File: config.mk
export PLATFORM = sky130hd
export DESIGN_NAME = single_stream_argmin
export DESIGN_NICKNAME = d
export VERILOG_FILES = /design/src/rtl/single_stream_argmin.sv
export SDC_FILE = /design/constraint.sdc
export NUM_CORES = 1
export LEC_CHECK = 0
export BUFFER_PORTS_ARGS = -buffer_cell sky130_fd_sc_hd__buf_2
export CORE_MARGIN = 8
export CORE_UTILIZATION = 47
export CTS_CLUSTER_DIAMETER = 120
export DETAILED_ROUTE_END_ITERATION = 6
export GPL_ROUTABILITY_DRIVEN = 0
export HOLD_SLACK_MARGIN = 0.05
export MAX_ROUTING_LAYER = met4
export PLACE_DENSITY = 0.76
export SLEW_MARGIN = 10
export SYNTH_ARGS = -nofsm -noshare
export SYNTH_HDL_FRONTEND = slang
export SYNTH_SLANG_ARGS = --single-unit
File: constraint.sdc
create_clock -name clk -period 3.7 [get_ports clk]
set_input_delay 0.37 -clock clk [delete_from_list [all_inputs] [get_ports clk]]
set_output_delay 0.37 -clock clk [all_outputs]
set_load 0.005 [all_outputs]
File: src/rtl/single_stream_argmin.sv
// Streaming binary32 running-minimum / argmin tracker over s_last-framed samples.
// Each frame produces one held result (min, index, length, NaN/empty/overflow flags).
module single_stream_argmin #(
    parameter int unsigned IDX_W     = 16,
    parameter logic [31:0] NAN_VALUE = 32'h7FC0_0000
) (
    input  logic               clk,
    input  logic               rst_n,
    input  logic [31:0]        s_data,
    input  logic               s_valid,
    input  logic               s_last,
    output logic               s_ready,
    output logic [31:0]        m_min,
    output logic [IDX_W-1:0]   m_idx,
    output logic [IDX_W:0]     m_len,
    output logic               m_nan,
    output logic               m_empty,
    output logic               m_ovf,
    output logic               m_valid,
    input  logic               m_ready
);
    localparam int unsigned POS_W = IDX_W + 1;

    typedef enum logic {ACC, OUT} state_t;

    // Sign-magnitude less-than; -0 and +0 compare equal.
    function automatic logic f32_lt(input logic [31:0] a, input logic [31:0] b);
        logic r;
        if (a[31] != b[31]) r = a[31] && ((a[30:0] | b[30:0]) != 31'd0);
        else if (!a[31])    r = a[30:0] < b[30:0];
        else                r = a[30:0] > b[30:0];
        return r;
    endfunction

    state_t             state_q, state_d;
    logic [POS_W-1:0]   pos_q, pos_d;
    logic [31:0]        min_q, min_d;
    logic [IDX_W-1:0]   idx_q, idx_d;
    logic               have_q, have_d;
    logic               nan_q, nan_d;
    logic               ovf_q, ovf_d;

    logic               s_ready_d, m_valid_d;
    logic [31:0]        m_min_d;
    logic [IDX_W-1:0]   m_idx_d;
    logic [POS_W-1:0]   m_len_d;
    logic               m_nan_d, m_empty_d, m_ovf_d;

    logic               accept_c, is_nan_c, in_range_c, take_c;
    logic [POS_W-1:0]   pos_inc_c;
    logic [31:0]        min_fin_c;
    logic [IDX_W-1:0]   idx_fin_c;
    logic               have_fin_c, nan_fin_c, ovf_fin_c;

    // Accumulator values as they stand after including the current sample.
    assign accept_c   = s_valid && s_ready;
    assign is_nan_c   = (s_data[30:23] == 8'hFF) && (s_data[22:0] != 23'd0);
    assign in_range_c = !pos_q[IDX_W];
    assign take_c     = accept_c && !is_nan_c && in_range_c && (!have_q || f32_lt(s_data, min_q));
    assign pos_inc_c  = (&pos_q) ? pos_q : pos_q + POS_W'(1);
    assign min_fin_c  = take_c ? s_data : min_q;
    assign idx_fin_c  = take_c ? pos_q[IDX_W-1:0] : idx_q;
    assign have_fin_c = have_q || take_c;
    assign nan_fin_c  = nan_q || (accept_c && is_nan_c);
    assign ovf_fin_c  = ovf_q || (accept_c && !in_range_c);

    always_comb begin
        state_d   = state_q;
        pos_d     = pos_q;
        min_d     = min_q;
        idx_d     = idx_q;
        have_d    = have_q;
        nan_d     = nan_q;
        ovf_d     = ovf_q;
        s_ready_d = s_ready;
        m_valid_d = m_valid;
        m_min_d   = m_min;
        m_idx_d   = m_idx;
        m_len_d   = m_len;
        m_nan_d   = m_nan;
        m_empty_d = m_empty;
        m_ovf_d   = m_ovf;
        if (state_q == ACC) begin
            if (accept_c && s_last) begin
                state_d   = OUT;
                s_ready_d = 1'b0;
                m_valid_d = 1'b1;
                m_min_d   = have_fin_c ? min_fin_c : NAN_VALUE;
                m_idx_d   = have_fin_c ? idx_fin_c : '0;
                m_len_d   = pos_inc_c;
                m_nan_d   = nan_fin_c;
                m_empty_d = !have_fin_c;
                m_ovf_d   = ovf_fin_c;
            end else if (accept_c) begin
                pos_d  = pos_inc_c;
                min_d  = min_fin_c;
                idx_d  = idx_fin_c;
                have_d = have_fin_c;
                nan_d  = nan_fin_c;
                ovf_d  = ovf_fin_c;
            end
        end else if (m_ready) begin
            state_d   = ACC;
            s_ready_d = 1'b1;
            m_valid_d = 1'b0;
            pos_d     = '0;
            min_d     = '0;
            idx_d     = '0;
            have_d    = 1'b0;
            nan_d     = 1'b0;
            ovf_d     = 1'b0;
        end
    end

    always_ff @(posedge clk or negedge rst_n) begin
        if (!rst_n) begin
            state_q <= ACC;
            pos_q   <= '0;
            min_q   <= '0;
            idx_q   <= '0;
            have_q  <= 1'b0;
            nan_q   <= 1'b0;
            ovf_q   <= 1'b0;
            s_ready <= 1'b1;
            m_valid <= 1'b0;
            m_min   <= NAN_VALUE;
            m_idx   <= '0;
            m_len   <= '0;
            m_nan   <= 1'b0;
            m_empty <= 1'b0;
            m_ovf   <= 1'b0;
        end else begin
            state_q <= state_d;
            pos_q   <= pos_d;
            min_q   <= min_d;
            idx_q   <= idx_d;
            have_q  <= have_d;
            nan_q   <= nan_d;
            ovf_q   <= ovf_d;
            s_ready <= s_ready_d;
            m_valid <= m_valid_d;
            m_min   <= m_min_d;
            m_idx   <= m_idx_d;
            m_len   <= m_len_d;
            m_nan   <= m_nan_d;
            m_empty <= m_empty_d;
            m_ovf   <= m_ovf_d;
        end
    end
endmodule

### After elaboration in Yosys (flattened, before gate mapping)

Cells that the tools add are included.

* input port bits: 37
* logic and storage cells: 86
* output and inout port bits: 70
* register bits after elaboration: 139

* magnitude comparators: 2
* $add $sub $neg: 1
* eq/ne operators: 4
* mux-type cells: 37
* reductions and logical operators: 25
* bitwise gates (word level): 2

Operator list (count)
* two-way mux 32 bit: 6
* two-way mux 16 bit: 6
* two-way mux 17 bit: 5
* > comparator 31 bit: 1
* < comparator 31 bit: 1
* OR 31 bit: 1
* nonzero test 31 bit: 1
* nonzero test 23 bit: 1
* two-way mux 1 bit: 20
* adder 17 x 1 -> 17 bit (second input constant): 1
* AND reduction 17 bit: 1
* logical AND 1 bit: 9
* equality test 8 bit (second input constant): 1
* zero test 1 bit: 4
* logical OR 1 bit: 4
* inequality test 2 bit (second input constant): 2
* AND reduction 2 bit: 2
* nonzero test 2 bit: 2
* AND reduction 3 bit: 1
* inequality test 1 bit: 1
* NOT 1 bit: 1

### Depth between registers and ports, before layout

Gate-level depths: netlist of run 1.

* depth in word-level cells: 10
* gate-level depth with buffers: 11

### Worst setup path after synthesis of run 1

Ideal clock, no wire load.

* path kind: input to register
* start point: input port s_data[13]
* end point: register m_min[10]
* buffers on the path: 2
* path slack: 0.747 ns
* data arrival time: 2.827 ns
* required time: 3.574 ns
* setup time: 0.126 ns
* stages: 10
* cells stage by stage: inv_1 -> ha_1 -> or4_4 -> a311oi_1 -> o41ai_1 -> a221o_1 -> a32o_1 -> buf_2 -> buf_6 -> a221o_1

* word-level cells in the longest chain between the ends: 8
* elaborated cells between the ends (all ways): 17
* those cells by class: 2 x order compare; 4 x mux; 1 x bitwise; 10 x reduce/logical

RTL lines
* from (decl): RTL line 9 `input logic [31:0] s_data,`
* parallel branches: the longest is 5 deep, another holds < comparator 31 bit
* logical AND 1 bit (*): RTL line 59 `assign take_c = accept_c && !is_nan_c && in_range_c && (!have_q || f32_lt(s_data, min_q));`
* two-way mux 32 bit or logical OR 1 bit (tied branches): RTL line 61, 63
* two-way mux 32 bit (*): RTL line 88 `m_min_d = have_fin_c ? min_fin_c : NAN_VALUE;`
* to (signal assigned): RTL line 142 `m_min <= m_min_d;`
* to (decl): RTL line 13 `output logic [31:0] m_min,`

Mark *: on every way between the ends.
A chain may end at the register's enable or synchronous reset.

### Final worst setup path of run 1

* start point: register min_q[30]
* end point: register idx_q[9]

* word-level cells in the longest chain between the ends: 10
* elaborated cells between the ends (all ways): 13
* those cells by class: 2 x order compare; 6 x mux; 1 x bitwise; 4 x reduce/logical

RTL lines
* from (decl): RTL line 37 `logic [31:0] min_q, min_d;`
* from (signal assigned): RTL line 135 `min_q <= min_d;`
* parallel branches: the longest is 3 deep, another holds < comparator 31 bit
* two-way mux 1 bit (*): RTL line 29 `if (a[31] != b[31]) r = a[31] && ((a[30:0] | b[30:0]) != 31'd0);`
* logical OR 1 bit (*): RTL line 59
* logical AND 1 bit (*): RTL line 59
* two-way mux 16 bit (*): RTL line 62 `assign idx_fin_c = take_c ? pos_q[IDX_W-1:0] : idx_q;`
* two-way mux 16 bit (*): RTL line 94 `end else if (accept_c) begin`
* two-way mux 16 bit (*): RTL line 84 `if (accept_c && s_last) begin`
* two-way mux 16 bit (*): RTL line 83 `if (state_q == ACC) begin`
* to (signal assigned): RTL line 136 `idx_q <= idx_d;`
* to (decl): RTL line 38 `logic [IDX_W-1:0] idx_q, idx_d;`

Mark *: on every way between the ends. The select of a mux whose other input is x is not followed.

==> results.md, run 1 <==
- Worst slew pin tran: 889 ps
- RSZ-0062 raised after global routing: no
- Grt ovf: 0
- Width of the die: 143 µm
- Final period util: 92.1%
- Worst Setup End Kind: flip-flop
- Num Clock Sinks: 139
- Antenna viol nets, final: 0
- Post-synth top area share: 42.6%
- Final Net Count: 972
- Layout Utilization: 56.3%
- Post-CTS Setup Bufs: 0
- Minimum clock period: 3410 ps
- Clk_lat worst skew: 420 ps
- Die span in y: 143 µm
- Total Wirelength: 20,100 µm
- Overall routing resource usage: 20.9%
- Run status: completed
- Number of global-route vias before repair: 6,261
- Commonest non-fill, non-tap cell in the layout: dfrtp_1
- Prevailing post-synth register cell: dfrtp_1
- Largest net degree at the start of global routing: 95
- # rows: 46
- Critical Path Source Type: flip-flop
- Maxcap violations: 0
- Final Hold Vio Count: 0
- Root Buffer: clkbuf_16
- Clk slew on worst S/H paths: 60 ps
- Synth async-reset ratio: 100%
- Worst r2r src: min_q[30]$_DFFE_PN0P_
- CTS tree: built
- Ports: 107
- Fmax: 0.293 GHz
- Port Buffers: 106
- Routed len/inst: 18.3 µm
- Dpl cells: 1,069
- Fin. max-slew vios: 0
- Synth Warn #: 0
- Ratio of cells with drive above 1 in the final layout: 18.6%
- DR iter-0 viols: 568
- Worst r2r dst: idx_q[9]$_DFFE_PN0P_
- Post-DP Area: 8360 µm²
- Final instance area: 8910 µm²
- Via density: 5.62
- Final Non-Filler Cells: 1,100
- Syn Std Cell Area: 7580 µm²
- Clk buf depth: 2
- Starting Density: 47.9%
- Post-cts resize count: 0
- Commonest non-fill, non-tap cells in the layout: dfrtp_1 (129), nand2_1 (116), buf_2 (105), inv_1 (74), ha_1 (63)
- Worst path arrival time: 3680 ps
- Detailed Routing Iterations Pass 1: 5
- Core footprint: 15,800 µm²
- Synthesized flop and latch total: 139
- Initial antenna violation count: 1
- Final Skew: 8.33 ps
- Cell accounting for the most synthesized area: dfrtp_1
- Critical path required time: 3970 ps
- # DRC: 0
- HP Class: in -> async
- CP max FO: 17
- Kind of critical path: reg -> reg
- Power per cell area: 616 nW/µm²
- Final HPWL DP: 13,800 µm
- Gate Count Post-Synth: 782
- Post-synth EDFFs: 0
- Setup Viol. Count Final: 0
- Layout area overhead: 17.5%
- Reg2reg path depth: 9
- CP startpoint: min_q[30]$_DFFE_PN0P_
- Mapped Avg Cell Area: 9.70 µm²
- Net Count, Synth: 882
- H-Tree Level Count: 4
- Hold-fix buffers, CTS: 0
- Synth cell types: 46
- Via total after detailed routing: 6,187
- First-pass GRT wire length: 32,800 µm
- Max_slew headroom: 40.7%
- Num CTS Buffers: 17
- Worst setup endpoint: idx_q[9]$_DFFE_PN0P_
- Synth top area cells: dfrtp_1 (43%), ha_1 (10%), nand2_1 (5.8%)
- Flop2flop setup slack: 290 ps
- Post-route setup TNS: 0 ps
- Total power draw: 5490 µW
- Worst vdd ir: 399 µV
- P_leak: 0.00422 µW
- Sequential area share after synthesis: 46.0%
- DIE AREA: 20,500 µm²
## Yosys cell counts, types with 2 or more instances
cell type    n
a211oi_1     3
a21boi_0     2
a21o_1       4
a21oi_1     14
a221o_1     40
a221oi_1     9
a22o_1       3
a31oi_1      7
a32o_1       2
and2_1      40
and3_1       5
buf_2       11
buf_6        3
clkbuf_1    36
dfrtp_1    129
dfstp_2     10
ha_1        63
inv_1       74
mux2i_1     33
nand2_1    117
nand3_1     12
nand4_1     13
nor2_1      27
nor2b_1      7
nor3_1       7
nor4_1      12
o21ai_0     44
o22ai_1     16
o31ai_1      9
or3_1        2
xnor2_1      6
xor2_1       8
## worst min-delay path by stage
stage	cells after the start	endpoint
detailed placement	2	m_len[6]$_DFFE_PN0P_
floorplan	0	have_q$_DFFE_PN0P_
finish	1	m_min[21]$_DFFE_PN0P_
global route	1	m_min[21]$_DFFE_PN0P_
global placement	2	m_len[6]$_DFFE_PN0P_
CTS	1	min_q[24]$_DFFE_PN0P_
## critical path, cell delays in order, from the launching register on
cell and delay [ps]:
dfrtp_1 370, inv_1 90, ha_1 270, nor4_2 460
nand4_1 220, nor3_1 320, o41ai_1 200, a21oi_1 470
a21o_1 630, o22ai_1 210
## registers in the layout (all words and copies together) (netlist names)
signal,count
have_q,1
idx_q,16
m_empty,1
m_idx,16
m_len,17
m_min,32
m_nan,1
m_ovf,1
m_valid,1
min_q,32
nan_q,1
ovf_q,1
pos_q,17
s_ready,1
state_q,1
## layout make-up
type / instances / area (µm²)
Inverter: 74 / 278
Timing Repair Buffer: 121 / 699
Clock buffer: 22 / 454
Sequential cell: 139 / 3490
Tap cell: 216 / 270
Multi-Input combinational cell: 519 / 3620
Clock inverter: 8 / 96.3
Antenna cell: 1 / 2.50
Fill cell: 1381 / 6920
## cell families (layout without fill, tap and decap cells)
family | count (synthesis) | count (layout) | share of synthesized area (%)
other | 0 | 1 | 0
AOI/OAI and AO/OA | 161 | 161 | 15.4
and+or+nand+nor | 248 | 248 | 15.6
DFF | 139 | 139 | 46.0
xor gates and xnor gates | 14 | 14 | 1.62
muxes | 33 | 33 | 4.36
adders and majority gates | 63 | 63 | 10.4
buffers and inverters | 124 | 225 | 6.61
## stage by stage
step	hold slack, ps	setup slack, ps
3_5_place_dp	466	136
5_1_grt	100	60.1
4_1_cts	87.8	297
2_1_floorplan	74.4	747
3_3_place_gp	462	421
6_report	16.7	291
## routing by layer
metal	global-route usage [%]	vias to the layer above	wire length, µm
met5	-	-	0
met4	7.55	0	368
met3	4.07	26	1120
met2	31.3	188	9240
met1	27.6	3074	9360
li1	-	2899	-
## where the power goes
group | switching (µW) | leakage (µW) | total [µW] | internal [µW]
Clock | 629 | 0.000270 | 1630 | 998
Combinational | 938 | 0.00208 | 1660 | 721
Sequential | 267 | 0.00187 | 2200 | 1940
Power figures use the tool's default switching activity.
==> run 2: changes to the inputs <==
- CTS_BUF_LIST: unset -> sky130_fd_sc_hd__clkbuf_8
==> results.md, run 2 (synthesized netlist as in run 1, its figures left out) <==
- Via density: 5.62
- Fmax: 0.292 GHz
- Critical Path Source Type: flip-flop
- P_leak: 0.00416 µW
- Comb pwr share: 32.8%
- Number of global-route vias before repair: 6,110
- Initial antenna violation count: 1
- RSZ-0062 raised after global routing: no
- Via total after detailed routing: 6,185
- Grt ovf: 0
- Ratio of cells with drive above 1 in the final layout: 18.6%
- DR iter-0 viols: 633
- Port Buffers: 106
- Post-cts resize count: 0
- Detailed Routing Iterations Pass 1: 5
- Clock network power share: 23.4%
- Layout area overhead: 15.1%
- Total Wirelength: 19,900 µm
- Crit-path max cell delay: 630 ps
- Area of the multi-input gates: 3620 µm²
- Setup Viol. Count Final: 0
- Reg2reg path depth: 9
- Sequential Area: 3490 µm²
- Num CTS Buffers: 17
- Overall routing resource usage: 20.7%
- Post-DP Area: 8360 µm²
- Fin. max-slew vios: 0
- Biggest regs: m_min: 32 flops, min_q: 32 flops
- HP Class: in -> reg
- Ports: 107
- Maxcap violations: 0
- H-Tree Level Count: 4
- Filler instances: 1,406
- Width of the die: 143 µm
- CP max FO: 17
- First-pass GRT wire length: 32,300 µm
- Sequential power share: 43.8%
- CP max stage cell: a21o_1
- Kind of critical path: reg -> reg
- Pre-CTS setup slack: 136 ps
- Largest net degree at the start of global routing: 95
- Worst path arrival time: 3730 ps
- Post-route setup TNS: 0 ps
- Core footprint: 15,800 µm²
- Psw: 1780 µW
- Run status: completed
- Max_slew headroom: 40.3%
- Worst hold slack: 118 ps
- Post-CTS Setup Bufs: 0
- DIE AREA: 20,500 µm²
- Total power draw: 5020 µW
- Worst vdd ir: 274 µV
- Final Hold Vio Count: 0
- Hold-fix buffers, CTS: 1
- Antenna viol nets, final: 0
- Final HPWL DP: 13,800 µm
- Clk buf depth: 2
- Worst slew pin tran: 896 ps
- # rows: 46
- Power per cell area: 575 nW/µm²
- Num Clock Sinks: 139
- WHS Path Cells: 2
- Clk_lat worst skew: 460 ps
- Sw Ratio: 35.4%
- Final period util: 92.5%
- Final instance area: 8730 µm²
- CTS tree: built
- Critical path required time: 4010 ps
- Clk slew on worst S/H paths: 80 ps
- Minimum clock period: 3420 ps
- Worst-path cell chain: inv_1, ha_1, nor4_2, nand4_1, nor3_1, o41ai_1, a21oi_1, a21o_1, o22ai_1
- Routed len/inst: 18.1 µm
- Worst Setup End Kind: flip-flop
- Die span in y: 143 µm
- # DRC: 0
- Final Net Count: 973
- Commonest non-fill, non-tap cells in the layout: dfrtp_1 (129), nand2_1 (116), buf_2 (105), inv_1 (78), ha_1 (63)
- Final worst slack: 277 ps
- Internal cell power: 3240 µW
- Final Skew: 12.0 ps
- Commonest non-fill, non-tap cell in the layout: dfrtp_1
- Starting Density: 47.9%
- Root Buffer: clkbuf_8
[run 2: cell types whose count changed in the layout (fill, tap and decap cells not counted)]
cell	before	now
clkbuf_16	17	0
clkbuf_1	4	0
inv_1	74	78
dlygate4sd3_1	0	1
clkbuf_8	1	18
[run 2: critical path: cells and delay by family (launching register included)]
kind                       cells  cell delay [ps]
AOI/OAI and AO/OA              4             1520
and+or+nand+nor                3             1000
DFF                            1              380
adders and majority gates      1              270
buffers and inverters          1               90
[run 2: routing by layer]
| layer | vias to the layer above | routed length, µm | GRT usage [%] |
|---|---|---|---|
| li1 | 2899 | - | - |
| met1 | 3033 | 9250 | 27.8 |
| met2 | 226 | 9120 | 30.5 |
| met3 | 27 | 1210 | 3.57 |
| met4 | 0 | 348 | 8.22 |
| met5 | - | 0 | - |
[run 2: per-stage QoR]
stage | instances | util (%)
2_1_floorplan | 782 | -
3_3_place_gp | 1069 | 52.8
3_5_place_dp | 1069 | 52.8
4_1_cts | 1100 | 55.1
5_1_grt | 1101 | 55.2
6_report | 1101 | 55.2
[run 2: power groups by stage]
stage	Combinational, µW	Sequential [µW]	Clock [µW]
floorplan	1000	2170	0
global placement	1600	2200	0
detailed placement	1650	2220	0
CTS	1660	2190	1190
global route	1850	2250	1260
finish	1650	2200	1180
[run 2: area by class of cell]
class / count / area share, %
Inverter: 74 / 3.18
Multi-Input combinational cell: 519 / 41.5
Tap cell: 216 / 3.10
Timing Repair Buffer: 122 / 8.13
Clock inverter: 12 / 1.28
Sequential cell: 139 / 40.0
Antenna cell: 1 / 0.0287
Clock buffer: 18 / 2.84
[run 2: worst paths after layout]
path	from	end	slack, ps
worst max-delay path	min_q[30]$_DFFE_PN0P_	idx_q[9]$_DFFE_PN0P_	280
worst min-delay path	m_ready	state_q$_DFF_PN0_	120
worst max register to register	min_q[30]$_DFFE_PN0P_	idx_q[9]$_DFFE_PN0P_	280
worst min register to register	m_len[0]$_DFFE_PN0P_	m_len[0]$_DFFE_PN0P_	480
max in group asynchronous	rst_n	pos_q[2]$_DFFE_PN0P_	2350
min in group asynchronous	rst_n	m_min[21]$_DFFE_PN0P_	560
==> run 3: changes to the inputs <==
- CORE_UTILIZATION: 47 -> 45
- PLACE_DENSITY: 0.76 -> 0.74
==> results.md, run 3 (synthesized netlist as in run 1, its figures left out) <==
- Ports: 107
- Overall routing resource usage: 19.3%
- Worst Setup End Kind: flip-flop
- Flop2flop setup slack: 290 ps
- Final HPWL DP: 13,600 µm
- CP max FO: 13
- WL met3: 968 µm
- WL met2: 8740 µm
- Via density: 5.54
- Antenna viol nets, final: 0
- Run status: completed
- Final Net Count: 972
- Hold Path Sink: state_q$_DFF_PN0_
- CP Buf/Inv Count: 2
- Worst path arrival time: 3750 ps
- Layout area overhead: 15.1%
- Worst r2r src: min_q[21]$_DFFE_PN0P_
- Worst hold slack: 129 ps
- CTS tree: built
- Critical path required time: 4040 ps
- Max_slew headroom: 35.9%
- Root Buffer: clkbuf_8
- Final Skew: 9.02 ps
- Minimum clock period: 3410 ps
- Crit-path max cell delay: 460 ps
- Clk_lat worst skew: 450 ps
- Port Buffers: 106
- CP max stage cell: a221o_1
- Sw Ratio: 35.0%
- Num CTS Buffers: 17
- Worst-path cell chain: inv_1, ha_1, nor4_1, nand4_1, nor3_1, o41ai_1, a221o_1, a32o_2, buf_4, a221o_1
- Clk slew on worst S/H paths: 80 ps
- Die span in y: 146 µm
- # DRC: 0
- HP Class: in -> reg
- Commonest non-fill, non-tap cell in the layout: dfrtp_1
- Setup Viol. Count Final: 0
- Reg2reg path depth: 10
- Maxcap violations: 0
- Final period util: 92.2%
- Number of global-route vias before repair: 6,239
- H-Tree Level Count: 4
- RSZ-0062 raised after global routing: no
- Max Used Layer: met4
- Power per cell area: 575 nW/µm²
- Final Non-Filler Cells: 1,105
- Width of the die: 146 µm
- Worst vdd ir: 317 µV
- Grt ovf: 0
- # rows: 47
- Commonest non-fill, non-tap cells in the layout: dfrtp_1 (129), nand2_1 (116), buf_2 (105), inv_1 (76), ha_1 (63)
- Psw: 1760 µW
- Worst r2r dst: m_min[21]$_DFFE_PN0P_
- Worst slew pin tran: 961 ps
- Total Wirelength: 19,400 µm
- Clk buf depth: 2
- Detailed Routing Iterations Pass 1: 5
- Initial antenna violation count: 0
- Core footprint: 16,500 µm²
- First-pass GRT wire length: 32,600 µm
- P_leak: 0.00414 µW
- Layout Utilization: 52.8%
- Most used cell, CP: a221o_1
- DR iter-0 viols: 456
- Sequential power share: 43.7%
- Biggest regs: m_min: 32 flops, min_q: 32 flops
- Largest net degree at the start of global routing: 88
- Kind of critical path: reg -> reg
- Critical Path Source Type: flip-flop
- Num Clock Sinks: 139
- Comb pwr share: 32.1%
- Hold Path Origin: m_ready
- Starting Density: 45.9%
- Fmax: 0.293 GHz
- Routed len/inst: 17.5 µm
- Final Hold Vio Count: 0
- Fin. max-slew vios: 0
- Metal-1 WL: 9320 µm
- Internal cell power: 3270 µW
- Top delay family on crit path: compound AO/OA/AOI/OAI gates
- WHS Path Cells: 2
- Via total after detailed routing: 6,118
- DIE AREA: 21,300 µm²
- Post-route setup TNS: 0 ps
- Clock network power share: 24.2%
- Ratio of cells with drive above 1 in the final layout: 18.8%
- Dpl cells: 1,072
- Total power draw: 5020 µW
- Post-cts resize count: 0
==> run 3: changes by cell type in the layout (fill, tap and decap cells not counted) <==
cell	delta
inv_1	-2
buf_4	+1
buf_12	-2
clkinv_2	-2
clkinv_4	+2
clkinvlp_4	+2
clkbuf_8	+1
==> run 3: timing repair <==
action,4_1_cts,5_1_grt
setup buffers,0,0
endpoints found under the hold margin,76,0
setup endpoints to repair,0,0
hold buffers,1,0
==> run 3: power by group through the flow <==
stage	combinational (µW)	clock (µW)	sequential, µW
after detailed placement	1620	0	2220
final	1610	1220	2200
after global routing	1840	1310	2260
after floorplan	1000	0	2170
after global placement	1580	0	2210
after CTS	1630	1250	2200
==> run 3: layout make-up <==
| cell class | instances | area (µm²) |
|---|---|---|
| Clock inverter | 12 | 126 |
| Inverter | 74 | 278 |
| Sequential cell | 139 | 3490 |
| Fill cell | 1488 | 7790 |
| Timing Repair Buffer | 121 | 677 |
| Clock buffer | 19 | 262 |
| Multi-Input combinational cell | 519 | 3620 |
| Antenna cell | 1 | 2.50 |
| Tap cell | 220 | 275 |
==> run 3: worst max-delay path by stage <==
stage                          start                    end  cells after the start
2_1_floorplan             s_data[13]  m_min[10]$_DFFE_PN0P_                     10
3_5_place_dp              s_data[22]  m_min[21]$_DFFE_PN0P_                     11
4_1_cts        min_q[22]$_DFFE_PN0P_  m_min[21]$_DFFE_PN0P_                     10
3_3_place_gp              s_data[13]  m_min[11]$_DFFE_PN0P_                     10
6_report       min_q[21]$_DFFE_PN0P_  m_min[21]$_DFFE_PN0P_                     10
5_1_grt        min_q[22]$_DFFE_PN0P_  m_min[16]$_DFFE_PN0P_                     10
==> run 3: routing by layer <==
metal	global-route usage, %	up-vias
met3	3.51	26
met1	25.4	3013
met4	7.55	0
met5	-	-
met2	28.9	179
li1	-	2900
==> run 3: metrics by stage <==
stage | setup WS (ps) | cell area, µm²
floorplan | 747 | 7580
global placement | 332 | 8330
detailed placement | 216 | 8330
CTS | 341 | 8730
global route | 132 | 8730
finish | 287 | 8730
==> run 3: worst reg2reg max path, delay by kind of cell (launching register included) <==
kind,cells,cell delay (ps)
AOI/OAI and AO/OA,4,1390
adders and majority gates,1,250
buffers and inverters,2,320
DFF,1,400
and+or+nand+nor,3,940
